===== config.mk =====
export PLATFORM = sky130hd
export DESIGN_NAME = pc_fetch_predict
export DESIGN_NICKNAME = d
export VERILOG_FILES = /design/src/rtl/pc_fetch_predict.sv
export SDC_FILE = /design/constraint.sdc
export NUM_CORES = 2
export LEC_CHECK = 0
export ABC_CLOCK_PERIOD_IN_PS = 7590
export CORE_MARGIN = 8
export CORE_UTILIZATION = 35
export CTS_CLUSTER_SIZE = 12
export DETAILED_ROUTE_END_ITERATION = 10
export DONT_BUFFER_PORTS = 1
export SLEW_MARGIN = 30
export SYNTH_ARGS = -nofsm -noshare
export SYNTH_HDL_FRONTEND = slang
export SYNTH_SLANG_ARGS = --single-unit

===== constraint.sdc =====
create_clock -name clk -period 7.59 [get_ports clk]
set_input_delay 1.1385 -clock clk [delete_from_list [all_inputs] [get_ports clk]]
set_output_delay 1.1385 -clock clk [all_outputs]
set_load 0.02 [all_outputs]

===== src/rtl/pc_fetch_predict.sv =====
// pc_fetch_predict: fetch PC register with next-PC selection and a
// direct-mapped BTB using 2-bit saturating counters.
//
// Ports
//   clk          in   1      clock, rising edge
//   rst          in   1      synchronous reset, active-low
//   stall_f      in   1      hold PC
//   redirect     in   1      load redirect_pc (overrides stall_f)
//   redirect_pc  in   WIDTH  corrected fetch address
//   upd_valid    in   1      train BTB this cycle
//   upd_pc       in   WIDTH  address of resolved control-flow instruction
//   upd_target   in   WIDTH  resolved target
//   upd_taken    in   1      resolved direction
//   PC           out  WIDTH  current fetch address (registered)
//   PCPlus4      out  WIDTH  PC + 4 (combinational)
//   pred_taken   out  1      BTB predicts taken for PC (combinational)
//   pred_target  out  WIDTH  predicted target, 0 when not predicted taken
module pc_fetch_predict #(
  parameter int unsigned       WIDTH        = 32,
  parameter logic [WIDTH-1:0]  RESET_VECTOR = '0,
  parameter int unsigned       BTB_ENTRIES  = 16
) (
  input  logic             clk,
  input  logic             rst,
  input  logic             stall_f,
  input  logic             redirect,
  input  logic [WIDTH-1:0] redirect_pc,
  input  logic             upd_valid,
  input  logic [WIDTH-1:0] upd_pc,
  input  logic [WIDTH-1:0] upd_target,
  input  logic             upd_taken,
  output logic [WIDTH-1:0] PC,
  output logic [WIDTH-1:0] PCPlus4,
  output logic             pred_taken,
  output logic [WIDTH-1:0] pred_target
);

  localparam int unsigned IDX = $clog2(BTB_ENTRIES);
  localparam int unsigned TAG = WIDTH - IDX - 2;
  localparam logic [WIDTH-1:0] ALIGN_MASK = ~WIDTH'(3);

  logic [WIDTH-1:0] pc_q, pc_d;

  logic             valid_q  [BTB_ENTRIES];
  logic [TAG-1:0]   tag_q    [BTB_ENTRIES];
  logic [WIDTH-1:0] target_q [BTB_ENTRIES];
  logic [1:0]       ctr_q    [BTB_ENTRIES];

  // Low address bits of upd_pc carry no information for word-aligned code.
  logic unused_upd_lsb_c;
  assign unused_upd_lsb_c = ^upd_pc[1:0];

  // Lookup from the current PC; sees pre-update contents.
  logic [IDX-1:0] lk_idx_c;
  logic [TAG-1:0] lk_tag_c;
  logic           lk_hit_c;

  assign lk_idx_c    = pc_q[IDX+1:2];
  assign lk_tag_c    = pc_q[WIDTH-1:IDX+2];
  assign lk_hit_c    = valid_q[lk_idx_c] && (tag_q[lk_idx_c] == lk_tag_c);
  assign PC          = pc_q;
  assign PCPlus4     = pc_q + WIDTH'(4);
  assign pred_taken  = lk_hit_c && ctr_q[lk_idx_c][1];
  assign pred_target = pred_taken ? target_q[lk_idx_c] : '0;

  // Next-PC select: redirect > stall > prediction > sequential.
  always_comb begin
    pc_d = PCPlus4;
    if (redirect) begin
      pc_d = redirect_pc & ALIGN_MASK;
    end else if (stall_f) begin
      pc_d = pc_q;
    end else if (pred_taken) begin
      pc_d = pred_target;
    end
  end

  // Training: compute the new contents of the single indexed entry.
  logic [IDX-1:0]   upd_idx_c;
  logic [TAG-1:0]   upd_tag_c;
  logic             upd_hit_c;
  logic             upd_we_c;
  logic [TAG-1:0]   upd_tag_d;
  logic [WIDTH-1:0] upd_target_d;
  logic [1:0]       upd_ctr_d;

  assign upd_idx_c = upd_pc[IDX+1:2];
  assign upd_tag_c = upd_pc[WIDTH-1:IDX+2];
  assign upd_hit_c = valid_q[upd_idx_c] && (tag_q[upd_idx_c] == upd_tag_c);

  always_comb begin
    upd_we_c     = 1'b0;
    upd_tag_d    = tag_q[upd_idx_c];
    upd_target_d = target_q[upd_idx_c];
    upd_ctr_d    = ctr_q[upd_idx_c];
    if (upd_valid) begin
      if (upd_hit_c) begin
        upd_we_c = 1'b1;
        if (upd_taken) begin
          upd_target_d = upd_target & ALIGN_MASK;
          if (ctr_q[upd_idx_c] != 2'b11) upd_ctr_d = ctr_q[upd_idx_c] + 2'd1;
        end else begin
          if (ctr_q[upd_idx_c] != 2'b00) upd_ctr_d = ctr_q[upd_idx_c] - 2'd1;
        end
      end else if (upd_taken) begin
        // Allocate or replace the aliasing entry, starting at weak-taken.
        upd_we_c     = 1'b1;
        upd_tag_d    = upd_tag_c;
        upd_target_d = upd_target & ALIGN_MASK;
        upd_ctr_d    = 2'b10;
      end
    end
  end

  // PC and BTB state; reset drops any concurrent update.
  always_ff @(posedge clk) begin
    if (!rst) begin
      pc_q <= RESET_VECTOR & ALIGN_MASK;
      for (int i = 0; i < BTB_ENTRIES; i++) begin
        valid_q[i]  <= 1'b0;
        tag_q[i]    <= '0;
        target_q[i] <= '0;
        ctr_q[i]    <= 2'b01;
      end
    end else begin
      pc_q <= pc_d;
      if (upd_we_c) begin
        valid_q[upd_idx_c]  <= 1'b1;
        tag_q[upd_idx_c]    <= upd_tag_d;
        target_q[upd_idx_c] <= upd_target_d;
        ctr_q[upd_idx_c]    <= upd_ctr_d;
      end
    end
  end

endmodule


Yosys cells after proc, flatten, opt, wreduce, memory -nomap -nowiden --
Memory sizes are Yosys's and may differ from the RTL's. A register that Yosys moved wholly into a read port is not among the register bits. Cells that the tools add are included.
Word-level totals: latch bits 0, word-level logic and storage cells 68, memories kept 4, bits in writable memories 976, register bits 32, input bits 102, ROM bits 0
Operators by class: shift operators 0, $mul 0, divide/modulo/power cells 0, reduce and logical (&&, ||, !) cells 10, equality and inequality tests 6, mux-type cells 42, order comparisons 0, add/subtract/negate cells 3, bitwise logic cells 1
Memories:
- target_q | words 16, width 32, read ports 1, clocked after Yosys merged registers in 1, write ports 16, RTL line 46 | logic [WIDTH-1:0] target_q [BTB_ENTRIES];
- tag_q | words 16, width 26, read ports 2, clocked after Yosys merged registers in 1, write ports 16, RTL line 45 | logic [TAG-1:0] tag_q [BTB_ENTRIES];
- ctr_q | words 16, width 2, read ports 2, clocked after Yosys merged registers in 1, write ports 16, RTL line 47 | logic [1:0] ctr_q [BTB_ENTRIES];
- valid_q | words 16, width 1, read ports 2, clocked after Yosys merged registers in 1, write ports 16, RTL line 44 | logic valid_q [BTB_ENTRIES];
Operators with widths (count):
- two-way mux 32 bit | 7
- two-way mux 26 bit | 4
- equality test 26 bit | 2
- two-way mux 4 bit | 12
- adder 32 x 3 -> 32 bit (second input constant) | 1
- OR reduction 32 bit | 1
- OR reduction 26 bit | 1
- two-way mux 2 bit | 7
- two-way mux 1 bit | 12
- != test 2 bit (second input constant) | 2
- OR reduction 2 bit | 2
- logical AND 1 bit | 3
- AND reduction 3 bit | 1
- adder 2 x 1 -> 2 bit (second input constant) | 1
- != test 2 x 1 -> 1 bit (second input constant) | 1
- nonzero test 2 bit | 1
- subtractor 2 x 1 -> 2 bit (second input constant) | 1
- != test 1 bit (second input constant) | 1
- inverter 1 bit | 1
- OR reduction 1 bit | 1

Depth between registers and ports, before layout --
An unclocked memory read counts as a cell.
depth in word-level cells 11, mapped depth 16, depth with buffers taken out 9

Worst setup path before layout --
OpenSTA, ideal clock, no wires.
kind in2reg, start input port upd_pc[2], end memory target_q[11][10] (enable), setup time 0.459 ns, cell stages on the path 9, arrival 5.177 ns, data required time 7.131 ns, path slack 1.953 ns, path buffers 7, cell sequence buf_6 -> buf_12 -> buf_8 -> buf_8 -> buf_2 -> clkbuf_1 -> clkbuf_1 -> nand2_1 -> o21ai_0
RTL lines:
- start, declared | RTL line 29 | input logic [WIDTH-1:0] upd_pc,
- end, declared | RTL line 46

==> out/results.env <==
POSTLAYOUTSETUPSLACKWORST_NS=0.7183
WORST_IR_DROP_VDD_V=0.0001989
HP-CLASS='flop to flop'
ASYNC_RESET_FF_SHARE_PCT=0
WORST_PATH_MOST_REPEATED_CELL='buf_4'
HOLD_VIOLATION_COUNT_IN_THE_FINAL_REPORT=0
CTS_MADE_BUFFERS=103
CTSROOTBUFFERMASTER='clkbuf_16'
IO_BUFFERS=0
YOSYSWARNINGCOUNT=0
MAX_FREQ_MHz=145.5
PATH_CELLS='buf_12, nor2b_1, a22oi_1, a32oi_1, xnor2_1, a2111oi_0, buf_4, nand3_1, buf_4, or3_4, buf_4, a211oi_1, buf_4'
GLOBALPLACE.CONGESTION=0.8612
WORST_PIN_SLEW_NS=1.028
SETUP.WORST_PATH.CLASS='flop to output port'
CTS_TREE='yes'
CRITPATHMAXSTAGEDELAY_NS=0.84
POST_SYNTH.CELL_AREA_AVG_UM2=14.43
DRT-INITIAL-DRC-COUNT=3624
CP_SLOWEST_CELL='dfxtp_4'
HORIZONTAL_DIE_DIMENSION_UM=392.2
ENDPOINT_KIND_OF_THE_WORST_SETUP_TIMING_PATH='output port'
VIA_PER_INST=5.734
SYNTH_SEQUENTIAL_AREA_RATIO_PCT=58.35
MOSTFREQUENTLAYOUTCELLS='edfxtp_1 (928), and2_1 (486), nor2_1 (470)'
HPWLAFTERDP_UM=97840
TIMING.CRITICAL_PATH.REQUIRED_NS=6.45
SYNTHFLOPTYPE='edfxtp_1'
WORST_SLEW_MARGIN_REL_PCT=31.38
SYNTHESIS.INSTANCES=3434
SYNTHESIZED_FLOP_AND_LATCH_TOTAL=980
DETAILROUTE.VIA_COUNT=30550
INITIAL_CORE_UTIL_PCT=35.12
WL_MET3_UM=21550
LAYOUT-DRIVE-GT1-SHARE_PCT=20.80
OUTCOME='finished clean'
MAXCAPVIOLCOUNT=0
CORE.ROWCOUNT=138
DATA_ARRIVAL_TIME_OF_THE_CRITICAL_PATH_NS=5.73
POWER.STATIC_LEAKAGE_nW=18.48
GRT_PASS1_VIAS=30160
GRT_ANTENNA_BEFORE_REPAIR=14
DETAILED_PLACE.AREA_UM2=51660
DR.PASS1.ITERS=6
PRE_CTS_WS_NS=1.549
HIGHEST_METAL_LAYER_USED_BY_THE_DETAILED_ROUTER='met5'
TOP_LEVEL_PORT_COUNT=199
AREA.GROWTH.SYNTH_TO_FINAL_PCT=10.62
CRIT_PATH_START_KIND='flop'
FINALSETUPTNS_NS=0
POSTCTSSETUPBUFFERS=0
UNREPAIRED_SETUP_ENDPOINTS_AFTER_GLOBAL_ROUTING='no'
CLOCK-SKEW-FINAL_NS=0.02304
WORST_SKEW_PAIR.LATE_LATENCY_NS=0.72
SYNTH_EDF_COUNT=928
FINALSETUPVIOLATIONS=0
POSTROUTEANTENNANETS=0
FP.DIEH_UM=392.2
GLOBALROUTE.TOTALOVERFLOW=0
PERIOD_SHARE_PCT=90.54
M1WIRELENGTH_UM=63040
GRT_START_MAX_NET_PINS=128
CLOCK_PATH_BUFFERS=3
MET2_WIRELENGTH_UM=72720
GR-USAGE-ALL-LAYERS_PCT=20.63
DETAILED_ROUTE_DRC_ERROR_COUNT=0
MIN_PERIOD_NS=6.872
MAPPEDNETLISTAREA_UM2=49540
POSTCTSHOLDBUFS=0
GRT_FIRST_PASS_WIRELENGTH_UM=227800
CTS.SINKS=980
SLEW_VIOLATIONS=0
FINALINSTANCEAREA_UM2=54800
YOSYSUNIQUECELLTYPES=72
CORE_REGION_AREA_UM2=141100
CRITPATHMAXFANOUT=39
DIE_FOOTPRINT_UM2=153800
TOTALWIRELENGTH_UM=163300
FINAL_NETS=3457
CLK_PIN_SLEW_WORST_PATHS_NS=0.07
P_PER_AREA_nW_PER_UM2=228.5
CLOCK_TREE.HTREE_LEVEL_COUNT=3
DETAIL_ROUTE.WL_PER_CELL_UM=30.64
LAYOUT.CELLS.MOST_COMMON='edfxtp_1'
CTS.REPAIR.RESIZED=0
==> cell usage after synthesis, types with 3 or more instances <==
cell	count	area (µm²)
and2_1	486	3040
nand2b_1	36	225.2
nor3_1	9	45.04
buf_6	33	371.6
and4_1	3	26.28
a211oi_1	38	285.3
nand3_1	24	120.1
buf_4	42	315.3
nand3_4	7	122.6
o22ai_1	7	43.79
a21boi_0	14	105.1
mux2i_4	20	450.4
xnor2_1	56	490.5
nor2_1	482	1809
nor4_1	6	37.54
nand2_1	138	518.0
a22oi_1	16	120.1
inv_1	22	82.58
a2111oi_0	5	43.79
mux2_2	17	191.4
mux4_2	331	7455
nand4_4	3	63.81
mux2i_1	102	1021
xor2_1	29	254.0
mux4_1	21	551.8
and3_1	11	68.82
nor2b_1	50	312.8
a221oi_1	6	52.55
a32oi_1	3	26.28
edfxtp_1	928	27870
buf_2	50	250.2
or4_1	12	90.09
buf_1	17	63.81
dfxtp_1	52	1041
a21oi_1	16	80.08
clkbuf_1	175	656.9
nand4_1	20	125.1
a221o_1	19	190.2
o21ai_0	67	335.3
o211a_1	20	200.2
==> through the flow <==
step | instances | hold WS, ns | total power [mW] | util [%]
floorplan | 3435 | 0.4282 | 7.368 | -
global placement | 5139 | 0.4459 | 7.751 | 36.60
detailed placement | 5139 | 0.4476 | 7.769 | 36.62
CTS | 5323 | 0.4573 | 12.56 | 38.84
global route | 5324 | 0.4740 | 12.85 | 38.84
finish | 5328 | 0.4564 | 12.52 | 38.85
==> sequential cells by signal (all words and copies together), names as in the netlist, named ones only <==
name      flops
PC           32
ctr_q        32
tag_q       416
target_q    480
valid_q      16
==> cell families (layout without fill, tap and decap cells) <==
group	Yosys count	count (layout)	synth area share (%)
buffers and inverters	345	343	3.672
adder cells (fa/ha/maj)	1	1	0.02525
other	1	7	0.007570
multiplexers	491	491	19.52
AND/OR/NAND/NOR	1303	1303	13.60
XOR/XNOR	86	86	1.536
flip-flops	980	980	58.35
AO/OA/AOI/OAI	227	227	3.291
==> per-layer routing <==
layer / vias up / global-route usage (%)
met4: 6 / 6.989
met2: 1774 / 31.68
met5: - / 0
met1: 15770 / 27.07
li1: 12680 / -
met3: 320 / 7.514
==> final cells by class <==
class / instances / area [µm²]
Fill cell: 13070 / 86270
Sequential cell: 980 / 28920
Multi-Input combinational cell: 2110 / 19120
Clock buffer: 136 / 2701
Tap cell: 1890 / 2365
Timing Repair Buffer: 136 / 1171
Clock inverter: 48 / 419.2
Inverter: 23 / 86.33
Antenna cell: 5 / 12.51
==> worst max-delay path: cells and delay by family, from the launching register on <==
kind / cells / cell delay [ns]
xor+xnor: 1 / 0.12
buf+inv: 5 / 1.34
simple gates: 3 / 1.15
compound gates: 4 / 1.49
flops: 1 / 0.84
==> power by group <==
part	internal (mW)	switching, mW	leakage [nW]
sequential	6.15	0.156	9.61
clock	2.65	2.20	1.52
combinational	0.566	0.794	7.35
==> path summary, 6_finish.rpt <==
check	to	slack, ns	startpoint	cells past startpoint
hold reg to reg	valid_q[2]	0.46	valid_q[2]	2
hold / removal	valid_q[2]	0.46	valid_q[2]	2
setup / recovery	pred_target[28]	0.72	flop	13
setup reg to reg	flop	2.06	flop	13
Power figures use the tool's default switching activity.
==> edit, RTL diff (same settings) <==
Put a register stage on the output `pred_target`, cleared by the reset. The value now appears one clock later. The other outputs are not delayed to match.
--- a/src/rtl/pc_fetch_predict.sv
+++ b/src/rtl/pc_fetch_predict.sv
@@ -40,4 +40,6 @@
   localparam logic [WIDTH-1:0] ALIGN_MASK = ~WIDTH'(3);
 
+  logic [WIDTH-1:0] pred_target_d;
+
   logic [WIDTH-1:0] pc_q, pc_d;
 
@@ -62,5 +64,5 @@
   assign PCPlus4     = pc_q + WIDTH'(4);
   assign pred_taken  = lk_hit_c && ctr_q[lk_idx_c][1];
-  assign pred_target = pred_taken ? target_q[lk_idx_c] : '0;
+  assign pred_target_d = pred_taken ? target_q[lk_idx_c] : '0;
 
   // Next-PC select: redirect > stall > prediction > sequential.
@@ -72,5 +74,5 @@
       pc_d = pc_q;
     end else if (pred_taken) begin
-      pc_d = pred_target;
+      pc_d = pred_target_d;
     end
   end
@@ -134,4 +136,12 @@
   end
 
+  always_ff @(posedge clk) begin
+    if (!rst) begin
+      pred_target <= '0;
+    end else begin
+      pred_target <= pred_target_d;
+    end
+  end
+
 endmodule
 
Function: not settled (the Yosys comparison gave no result); the edit may change what the design does.
==> edit against the original RTL <==
- synthesized area rose by 1.0%
- sequential cell count rose by 30
- critical path depth fell by 4
- power rose by 5.4%
- final area rose by 2.6%
- routed wire length rose by 8.4%
- setup slack improved by 0.39 ns
- via count rose by 4.2%
- largest cell class unchanged
==> edit: results (changes against the original RTL) <==
Outcome: complete, no violations (unchanged)
Vias per cell: 5.88 (was 5.73)
CP endpoint: pred_taken (was pred_target[28])
Overall routing resource usage: 22.0% (was 20.6%)
DR iter-0 viols: 4178 (was 3624)
Initial antenna violation count: 11 (was 14)
Global-route wire length before repair: 244 mm (was 228 mm)
Layout cell share with drive strength beyond 1: 21.5% (was 20.8%)
Worst setup skew after layout: 0.0219 ns (was 0.0230 ns)
GPL Wtd Cong: 0.891 (was 0.861)
Met2 wire len: 75.9 mm (was 72.7 mm)
Adder-Cell Fraction of Synth Area: 0.0250% (was 0.0253%)
M3 GR Usage: 11.4% (was 7.51%)
Pin count of the biggest net entering global routing: 132 (was 128)
Multiplexer share of the synthesized area: 20.1% (was 19.5%)
Maximum fanout along the worst path: 56 (was 39)
Clock Power: 5280 uW (was 4850 uW)
Cts bufs inserted: 110 (was 103)
Routed wire length: 177 mm (was 163 mm)
Pleak: 0.0189 uW (was 0.0185 uW)
Wire length on met1: 64.9 mm (was 63.0 mm)
Synth Area in XOR/XNOR: 1.19% (was 1.54%)
Vias in the first global route: 31300 (was 30200)
Met1 Usage GRT: 27.3% (was 27.1%)
Hold Crit Start: valid_q[1] (was valid_q[2])
Highest routed layer: met5 (unchanged)
Peak VDD IR: 0.182 mV (was 0.199 mV)
Area contributors post-synth: edfxtp_1, mux4_2, and2_1, nor2_1, dfxtp_1 (unchanged)
R2R cell count: 11 (was 13)
Complex-gate fraction of the synthesized area: 2.90% (was 3.29%)
Final HPWL DP: 111 mm (was 97.8 mm)
Synth cell types: 75 (was 72)
Post-layout nets: 3526 (was 3457)
Metal3 WL: 27.6 mm (was 21.5 mm)
Seq/Total Area, Yosys: 59.0% (was 58.4%)
Hold WS: 0.459 ns (was 0.456 ns)
Clock latency on the worst-skew pair: 0.75 ns (was 0.72 ns)
Internal Power: 9830 uW (was 9370 uW)
R2R setup slack: 1.91 ns (was 2.06 ns)
First-pass detailed-route iteration total: 6 (unchanged)
GR met2 Demand/Resource: 32.4% (was 31.7%)
Hold endpoint: valid_q[1] (was valid_q[2])
Synth cell count leaders: edfxtp_1, and2_1, nor2_1 (unchanged)
WP data arrival: 5.34 ns (was 5.73 ns)
Switching share of power: 25.5% (was 25.2%)
-- edit: worst max-delay path: stages (launching register included) --
cell and delay (ns):
dfxtp_4 0.78, buf_4 0.45, mux4_2 0.56, mux2i_1 0.17, xnor2_1 0.08, mux2i_1 0.56, nand4_1 0.14, or4_1 0.98
nor3_2 0.39, buf_12 0.36
-- edit: per-stage QoR --
stage	setup WS [ns]	instances	util, %	instance area (um^2)
2_1_floorplan	2.06	3504	-	50000
3_3_place_gp	1.87	5179	36.8	52200
3_5_place_dp	1.83	5198	37.2	52700
4_1_cts	1.21	5405	39.6	56200
5_1_grt	0.904	5408	39.7	56200
6_report	1.11	5412	39.7	56200
-- edit: cell type report --
class	count	area [um^2]
diodes	4	10.0
clock buffers	156	3040
clock inverters	51	447
fillers	13000	85500
inverters	16	63.8
multi-input cells	2155	19300
flip-flops and latches	1010	29500
well taps	1890	2360
repair buffers	130	1450
